File: config.mk
export PLATFORM = sky130hd
export DESIGN_NAME = can_bit_destuff
export DESIGN_NICKNAME = d
export VERILOG_FILES = /design/src/rtl/can_pkg.sv /design/src/rtl/can_rx_sync.sv /design/src/rtl/can_bit_destuff.sv
export SDC_FILE = /design/constraint.sdc
export NUM_CORES = 1
export LEC_CHECK = 0
export CAP_MARGIN = 10
export CORE_MARGIN = 5
export CORE_UTILIZATION = 45
export DETAILED_ROUTE_END_ITERATION = 6
export GPL_ROUTABILITY_DRIVEN = 1
export SYNTH_ARGS = -nofsm -noshare
export SYNTH_HDL_FRONTEND = slang
export SYNTH_HIERARCHICAL = 1
export SYNTH_SLANG_ARGS = --single-unit
File: constraint.sdc
create_clock -name i_Clock -period 2.89 [get_ports i_Clock]
set_input_delay 0.289 -clock i_Clock [delete_from_list [all_inputs] [get_ports i_Clock]]
set_output_delay 0.289 -clock i_Clock [all_outputs]
set_load 0.005 [all_outputs]
File: src/rtl/can_pkg.sv
`default_nettype none
// +--------------------------------------------------------------------+
// | can_pkg : shared FSM state type and CAN bit-level constants        |
// | Rev 1.0                                                            |
// +--------------------------------------------------------------------+
package can_pkg;

  typedef enum logic [1:0] {
    ST_INTEGRATE = 2'd0,
    ST_IDLE      = 2'd1,
    ST_RECEIVE   = 2'd2
  } can_state_e;

  localparam int INTEGRATE_BITS = 11;
  localparam int STUFF_LIMIT    = 5;
  localparam int EOF_IFS_BITS   = 10;

endpackage
`default_nettype wire

File: src/rtl/can_rx_sync.sv
`default_nettype none
// +--------------------------------------------------------------------+
// | can_rx_sync : 2-flop synchronizer for the CAN line plus edge detect |
// | Rev 1.0                                                            |
// +--------------------------------------------------------------------+
module can_rx_sync (
  input  logic i_Clock,
  input  logic i_Rst_n,
  input  logic i_Rx_Serial,
  output logic o_Rx,
  output logic o_Edge,
  output logic o_Fall
);

  logic meta_q, meta_d;
  logic sync_q, sync_d;
  logic prev_q, prev_d;

  always_comb begin
    meta_d = i_Rx_Serial;
    sync_d = meta_q;
    prev_d = sync_q;
  end

  // Recessive reset value keeps a held-recessive line from looking like an edge.
  always_ff @(posedge i_Clock) begin
    if (!i_Rst_n) begin
      meta_q <= 1'b1;
      sync_q <= 1'b1;
      prev_q <= 1'b1;
    end else begin
      meta_q <= meta_d;
      sync_q <= sync_d;
      prev_q <= prev_d;
    end
  end

  assign o_Rx   = sync_q;
  assign o_Edge = sync_q ^ prev_q;
  assign o_Fall = prev_q & ~sync_q;

endmodule
`default_nettype wire

File: src/rtl/can_bit_destuff.sv
`default_nettype none
// +--------------------------------------------------------------------+
// | can_bit_destuff : CAN bit timing, bus integration and destuffing   |
// | Rev 1.0                                                            |
// +--------------------------------------------------------------------+
module can_bit_destuff
  import can_pkg::*;
#(
  parameter int CLKS_PER_BIT = 10
) (
  input  logic i_Clock,
  input  logic i_Rst_n,
  input  logic i_Rx_Serial,
  input  logic i_Stuff_En,
  output logic o_Bit,
  output logic o_Bit_Valid,
  output logic o_Sof,
  output logic o_Stuff_Err,
  output logic o_Bus_Idle
);

  localparam int             PW        = $clog2(CLKS_PER_BIT);
  localparam logic [PW-1:0]  PH_LAST   = PW'(CLKS_PER_BIT - 1);
  localparam logic [PW-1:0]  PH_SAMPLE = PW'(CLKS_PER_BIT / 2);
  localparam logic [PW-1:0]  PH_ONE    = PW'(1);
  localparam logic [3:0]     INT_LAST  = 4'(INTEGRATE_BITS - 1);
  localparam logic [2:0]     RUN_STUFF = 3'(STUFF_LIMIT);
  localparam logic [3:0]     EOF_LAST  = 4'(EOF_IFS_BITS - 1);

  logic rx, rx_edge, rx_fall;

  can_rx_sync u_sync (
    .i_Clock     (i_Clock),
    .i_Rst_n     (i_Rst_n),
    .i_Rx_Serial (i_Rx_Serial),
    .o_Rx        (rx),
    .o_Edge      (rx_edge),
    .o_Fall      (rx_fall)
  );

  can_state_e    state_q, state_d;
  logic [PW-1:0] phase_q, phase_d;
  logic [3:0]    int_cnt_q, int_cnt_d;
  logic [2:0]    run_cnt_q, run_cnt_d;
  logic          run_val_q, run_val_d;
  logic [3:0]    rec_cnt_q, rec_cnt_d;
  logic          first_q, first_d;
  logic          stuff_en_q, stuff_en_d;
  logic          bit_q, bit_d;
  logic          valid_q, valid_d;
  logic          sof_q, sof_d;
  logic          err_q, err_d;

  logic sample_pt, rx_sample, stuff_slot, stuff_viol, deliver, eof_done, int_done;

  assign sample_pt  = (phase_q == PH_SAMPLE);
  assign rx_sample  = (state_q == ST_RECEIVE) && sample_pt;
  assign stuff_slot = rx_sample && !first_q && i_Stuff_En && (run_cnt_q == RUN_STUFF);
  assign stuff_viol = stuff_slot && (rx == run_val_q);
  assign deliver    = rx_sample && !stuff_slot;
  assign eof_done   = rx_sample && !first_q && !i_Stuff_En && rx && (rec_cnt_q == EOF_LAST);
  assign int_done   = (state_q == ST_INTEGRATE) && sample_pt && rx && (int_cnt_q == INT_LAST);

  always_ff @(posedge i_Clock) begin : state_reg
    if (!i_Rst_n) state_q <= ST_INTEGRATE;
    else          state_q <= state_d;
  end

  always_comb begin : next_state
    state_d = state_q;
    case (state_q)
      ST_INTEGRATE: if (int_done) state_d = ST_IDLE;
      ST_IDLE:      if (rx_fall) state_d = ST_RECEIVE;
      ST_RECEIVE: begin
        if (stuff_viol)    state_d = ST_INTEGRATE;
        else if (eof_done) state_d = ST_IDLE;
      end
      default:      state_d = ST_INTEGRATE;
    endcase
  end

  always_comb begin : datapath_next
    phase_d = (phase_q == PH_LAST) ? '0 : phase_q + PH_ONE;
    // IDLE hard-syncs on SOF; elsewhere any edge away from the sample point resyncs.
    if ((state_q == ST_IDLE) ? rx_fall : (rx_edge && !sample_pt)) phase_d = '0;

    int_cnt_d = int_cnt_q;
    if (state_q != ST_INTEGRATE) int_cnt_d = '0;
    else if (sample_pt)          int_cnt_d = (rx && !int_done) ? int_cnt_q + 4'd1 : 4'd0;

    first_d = first_q;
    if ((state_q == ST_IDLE) && rx_fall) first_d = 1'b1;
    else if (rx_sample)                  first_d = 1'b0;

    run_cnt_d = run_cnt_q;
    run_val_d = run_val_q;
    if (rx_sample) begin
      if (first_q) begin
        run_cnt_d = 3'd1;
        run_val_d = rx;
      end else if (i_Stuff_En) begin
        if (stuff_viol) begin
          run_cnt_d = 3'd0;
        end else if (stuff_slot || (rx != run_val_q)) begin
          run_cnt_d = 3'd1;
          run_val_d = rx;
        end else begin
          run_cnt_d = run_cnt_q + 3'd1;
        end
      end
    end
    if (stuff_en_q && !i_Stuff_En) run_cnt_d = 3'd0;

    rec_cnt_d = rec_cnt_q;
    if (i_Stuff_En || (state_q != ST_RECEIVE)) rec_cnt_d = '0;
    else if (rx_sample && !first_q)            rec_cnt_d = (rx && !eof_done) ? rec_cnt_q + 4'd1 : 4'd0;

    stuff_en_d = i_Stuff_En;
  end

  always_comb begin : output_next
    bit_d   = deliver ? rx : bit_q;
    valid_d = deliver;
    sof_d   = rx_sample && first_q;
    err_d   = stuff_viol;
  end

  always_ff @(posedge i_Clock) begin : datapath_reg
    if (!i_Rst_n) begin
      phase_q    <= '0;
      int_cnt_q  <= '0;
      run_cnt_q  <= '0;
      run_val_q  <= 1'b0;
      rec_cnt_q  <= '0;
      first_q    <= 1'b0;
      stuff_en_q <= 1'b0;
      bit_q      <= 1'b1;
      valid_q    <= 1'b0;
      sof_q      <= 1'b0;
      err_q      <= 1'b0;
    end else begin
      phase_q    <= phase_d;
      int_cnt_q  <= int_cnt_d;
      run_cnt_q  <= run_cnt_d;
      run_val_q  <= run_val_d;
      rec_cnt_q  <= rec_cnt_d;
      first_q    <= first_d;
      stuff_en_q <= stuff_en_d;
      bit_q      <= bit_d;
      valid_q    <= valid_d;
      sof_q      <= sof_d;
      err_q      <= err_d;
    end
  end

  assign o_Bit       = bit_q;
  assign o_Bit_Valid = valid_q;
  assign o_Sof       = sof_q;
  assign o_Stuff_Err = err_q;
  assign o_Bus_Idle  = (state_q == ST_IDLE);

endmodule
`default_nettype wire

## Yosys cells after proc, flatten, opt, wreduce, memory -nomap -nowiden

Cells that the tools add are included.

- Add/sub/neg operators: 4
- Bitwise gates (word level): 4
- Reductions and logical operators: 38
- Eq/ne operators: 14
- Mux-type cells: 18

Operators by type and width:

| operator | count |
|---|---|
| logical AND 1 bit | 18 |
| adder 4 x 1 -> 4 bit (second input constant) | 3 |
| == test 4 bit (second input constant) | 3 |
| 2-to-1 mux 3 bit | 4 |
| 2-to-1 mux 2 bit | 4 |
| 2-to-1 mux 4 bit | 2 |
| nonzero test 2 bit | 4 |
| 2-to-1 mux 1 bit | 7 |
| logical NOT 1 bit | 6 |
| inequality test 2 bit (second input constant) | 3 |
| one-hot mux 2 bit (3 select lines) | 1 |
| OR reduction 2 bit | 3 |
| == test 4 x 3 -> 1 bit (second input constant) | 1 |
| AND reduction 4 bit | 1 |
| adder 3 x 1 -> 3 bit (second input constant) | 1 |
| == test 3 bit (second input constant) | 1 |
| inequality test 3 bit (second input constant) | 1 |
| AND reduction 3 bit | 1 |
| OR reduction 3 bit | 1 |
| == test 2 x 1 -> 1 bit (second input constant) | 1 |
| == test 2 bit (second input constant) | 1 |
| logical NOT 2 bit | 1 |
| logical OR 1 bit | 2 |
| inequality test 2 x 1 -> 1 bit (second input constant) | 1 |
| 6 further kinds | 7 |

- Word-level logic and storage cells: 93
- Output and inout bits: 5
- Bits in registers: 27
- Bits of input ports: 4

## Depth between registers and ports, before layout

- Depth after elaboration: 10
- Mapped depth: 7
- Mapped depth without buffers: 6

## Hierarchy

Netlist, hierarchy kept.

By module, submodules not included:

| module | area an instance (um2) | cells each | seq. area each (um2) | times used |
|---|---|---|---|---|
| can_bit_destuff | 1,181.1 | 134 | 480.5 | 1 |
| can_rx_sync | 98.8 | 9 | 60.1 | 1 |

## Worst setup path before layout

OpenSTA, ideal clock, no wires.

- Kind: register to register
- Start point: reg phase_q[0]
- End point: reg run_cnt_q[1]
- Required time: 2.820 ns
- Setup slack: 1.134 ns
- Stages on the path, launching flop included: 6
- Path buffers: 0
- Arrival: 1.685 ns
- Setup time: 0.070 ns
- Clock period less this slack: 1.756 ns
- Cells stage by stage: dfxtp_1 ha_1 nand3b_1 or3_4 or4b_1 a21oi_1

- Cells in the longest elaborated chain, start to end: 10
- Elaborated cells on any way between the ends: 12
- Those cells by class: 1 x eq/ne; 4 x mux; 7 x reduce/logical

RTL lines:

| element | line | source |
|---|---|---|
| start, declared | can_bit_destuff.sv:42 | `logic [PW-1:0] phase_q, phase_d;` |
| start signal, assigned | can_bit_destuff.sv:142 | `phase_q <= phase_d;` |
| == test 4 x 3 -> 1 bit (*) | can_bit_destuff.sv:56 | `assign sample_pt = (phase_q == PH_SAMPLE);` |
| logical AND 1 bit (*) | can_bit_destuff.sv:57 | `assign rx_sample = (state_q == ST_RECEIVE) && sample_pt;` |
| logical AND 1 bit (3 in a row) | can_bit_destuff.sv:58 | `assign stuff_slot = rx_sample && !first_q && i_Stuff_En && (run_cnt_q == RUN_STUFF);` |
| logical OR 1 bit | can_bit_destuff.sv:104 | `end else if (stuff_slot \|\| (rx != run_val_q)) begin` |
| 2-to-1 mux 3 bit | can_bit_destuff.sv:104 |  |
| 2-to-1 mux 3 bit | can_bit_destuff.sv:102 | `if (stuff_viol) begin` |
| 2-to-1 mux 3 bit | can_bit_destuff.sv:101 | `end else if (i_Stuff_En) begin` |
| 2-to-1 mux 3 bit | can_bit_destuff.sv:98 | `if (first_q) begin` |
| end signal, assigned | can_bit_destuff.sv:144 | `run_cnt_q <= run_cnt_d;` |
| end, declared | can_bit_destuff.sv:44 | `logic [2:0] run_cnt_q, run_cnt_d;` |

Mark *: on every way between the ends. The rest lies on a longest branch, timed or not. The select of a mux whose other input is x is not followed.
A chain may end at the register's enable or synchronous reset.

## Final worst setup path

Same ends and word-level chain as after synthesis.

==> flow_summary.json <==
{
  "status": "complete, no violations",
  "hold_viol": 0,
  "drive_gt1_share_pct": 4.61,
  "tightest_slew_ns": 0.509,
  "hold_slack_ns": 0.421,
  "endpoint_kind": "flop",
  "initialDrtViolationCount": 32,
  "antenna_cells": 0,
  "clock_latency_ns": 0.33,
  "cts_made_buffers": 3,
  "yosys-top-cells-area": "dfxtp_1 42%, ha_1 8.8%, nor2_1 5.0%, nand2_1 3.5%, inv_1 3.2%",
  "cp-start-kind": "flop",
  "grt_pass1_wl_um": 4280,
  "setup_viol": 0,
  "ctsResizeCount": 0,
  "placedCellCount": 179,
  "initial_utilization_pct": 46.8,
  "io_buffers": 8,
  "nNetsFinal": 166,
  "routabilityCongestion": 0.829,
  "core_sq_um": 2730,
  "async_flop_share_pct": 0,
  "yosys-top-cells-count": "27 x dfxtp_1, 17 x nor2_1, 12 x nand2_1",
  "grt_max_degree": 16,
  "hold_class": "reg2reg",
  "grtUsageTotal_pct": 12.9,
  "synth_top_area_share_pct": 42.2,
  "synth_area_leader_cell": "dfxtp_1",
  "worstPathRequired_ns": 3.15,
  "max-vdd-ir-drop_uv": 236,
  "synthCells": 143,
  "drtAntennaViolNets": 0,
  "pre_cts_ws_ns": 0.885,
  "gr-total-overflow": 0,
  "post_drt_wl_per_cell_um": 12.6,
  "cts_setup_buffers": 0,
  "power_density_nw_per_um2": 406,
  "syn2layout_area_growth_pct": 10.8,
  "critPathArrivalTime_ns": 2.25,
  "critical_path_class": "reg2reg",
  "grt_pass1_vias": 942,
  "worst_slack_ns": 0.902,
  "drc_errors": 0,
  "max_slew_margin_pct": 65.8,
  "cts_max_path_buffers": 2,
  "root_buffer": "clkbuf_4",
  "drt_first_pass_iters": 4,
  "cts.sinks": 27,
  "fin_crit_ns": 1.99,
  "hpwlAfterDp_um": 1740,
  "avgSynthCellArea_sq_um": 8.95,
  "vias": 960,
  "postCtsHoldBufs": 0,
  "period_share_pct": 68.8,
  "die_h_um": 63.3,
  "syn_area_sq_um": 1280,
  "rsz0062_at_grt": "no",
  "nFillCells": 270,
  "wl_um": 2310,
  "antenna_found_initial": 0,
  "rows": 19,
  "yosysSeqAreaShare_pct": 42.2,
  "clk_pin_slew_ns": 0.15,
  "fin_tns_setup_ns": 0,
  "die_w_um": 63.3,
  "cts-htree-levels": 1,
  "io_pins": 9,
  "yosys.cell_count.top_type": "dfxtp_1",
  "synth_seq_cells": 27,
  "final_max_slew_viol_count": 0,
  "final_cells": 183,
  "skew_ns": 0.00880,
  "yosysWarnings": 6,
  "cap_viol_max_count": 0,
  "synth_ff_type": "dfxtp_1",
  "leakage_nw": 0.555,
  "fmax_ghz": 0.503,
  "ys_types": 40,
  "die-area_sq_um": 4010,
  "synth-edff-count": 0,
  "cp_max_fo": 13,
  "cts_tree": "done",
  "syn_nets": 156,
  "via_per_inst": 5.25
}
per-layer routing:
layer	vias to the layer above	global-route usage (%)	part of all wire, %
met2	8	20.4	46
met1	436	16.6	50
met3	2	3.02	3.6
met4	0	5.45	0.87
met5	-	0	0
li1	514	-	-
flip-flops by register name (all words and copies together) (netlist names):
name	flops
rec_cnt_q	4
state_q	2
o_Bit	1
u_sync/prev_q	1
stuff_en_q	1
u_sync/o_Rx	1
run_cnt_q	3
first_q	1
o_Sof	1
int_cnt_q	4
u_sync/meta_q	1
o_Bit_Valid	1
phase_q	4
run_val_q	1
o_Stuff_Err	1
power breakdown:
part / leakage (nW) / switching, mW / internal [mW]
registers: 0.219 / 0.00534 / 0.379
logic: 0.319 / 0.0156 / 0.0126
clock network: 0.0177 / 0.112 / 0.0519
worst max-delay path, stage by stage, from the launching register on:
cell	delay [ns]
dfxtp_1	0.40
ha_1	0.20
nand3b_1	0.08
buf_4	0.18
or3_4	0.41
or4b_1	0.51
a21oi_1	0.15
through the flow:
step | util [%] | area (sq um) | power (mW)
after floorplan | - | 1280 | 0.410
after global placement | 50.8 | 1390 | 0.420
after detailed placement | 50.8 | 1390 | 0.421
after CTS | 51.9 | 1420 | 0.587
after global routing | 51.9 | 1420 | 0.614
final | 51.9 | 1420 | 0.576
final timing paths:
path | depth (start not counted) | to | startpoint | slack, ns
worst max-delay path | 6 | run_cnt_q[1] | phase_q[0] | 0.90
worst min-delay path | 1 | u_sync/o_Rx | u_sync/meta_q | 0.42
worst max register to register | 6 | run_cnt_q[1] | phase_q[0] | 0.90
worst min register to register | 1 | u_sync/o_Rx | u_sync/meta_q | 0.42
cells by family after synthesis:
group                    count (synthesis)  share of synthesized area (%)
multiplexers                             1                          0.782
flip-flops                              27                           42.2
XOR/XNOR                                 8                           5.47
AND/OR/NAND/NOR                         59                           25.4
AO/OA/AOI/OAI                           24                           12.8
adder cells (fa/ha/maj)                  9                           8.80
buffers and inverters                   15                           4.50
final cells by class:
type	count	area (sq um)	area share, %
Multi-Input combinational cell	101	682	48.1
Clock inverter	1	5.00	0.353
Tap cell	31	38.8	2.74
Clock buffer	3	22.5	1.59
Sequential cell	27	541	38.1
Timing Repair Buffer	9	87.6	6.18
Inverter	11	41.3	2.91
cell usage in the layout, fill, tap and decap left out, drive strengths merged, types with 2 or more instances in the layout:
cell	instances
dfxtp	27
nor2	17
nand2	12
inv	11
ha	9
clkdlybuf4s50	8
a21oi	5
nor3	5
o21ai	5
xnor2	4
nand3	4
xor2	4
nand2b	4
nand4b	3
o211a	3
clkbuf	3
a31oi	2
and2	2
a211oi	2
Power figures use the tool's default switching activity.
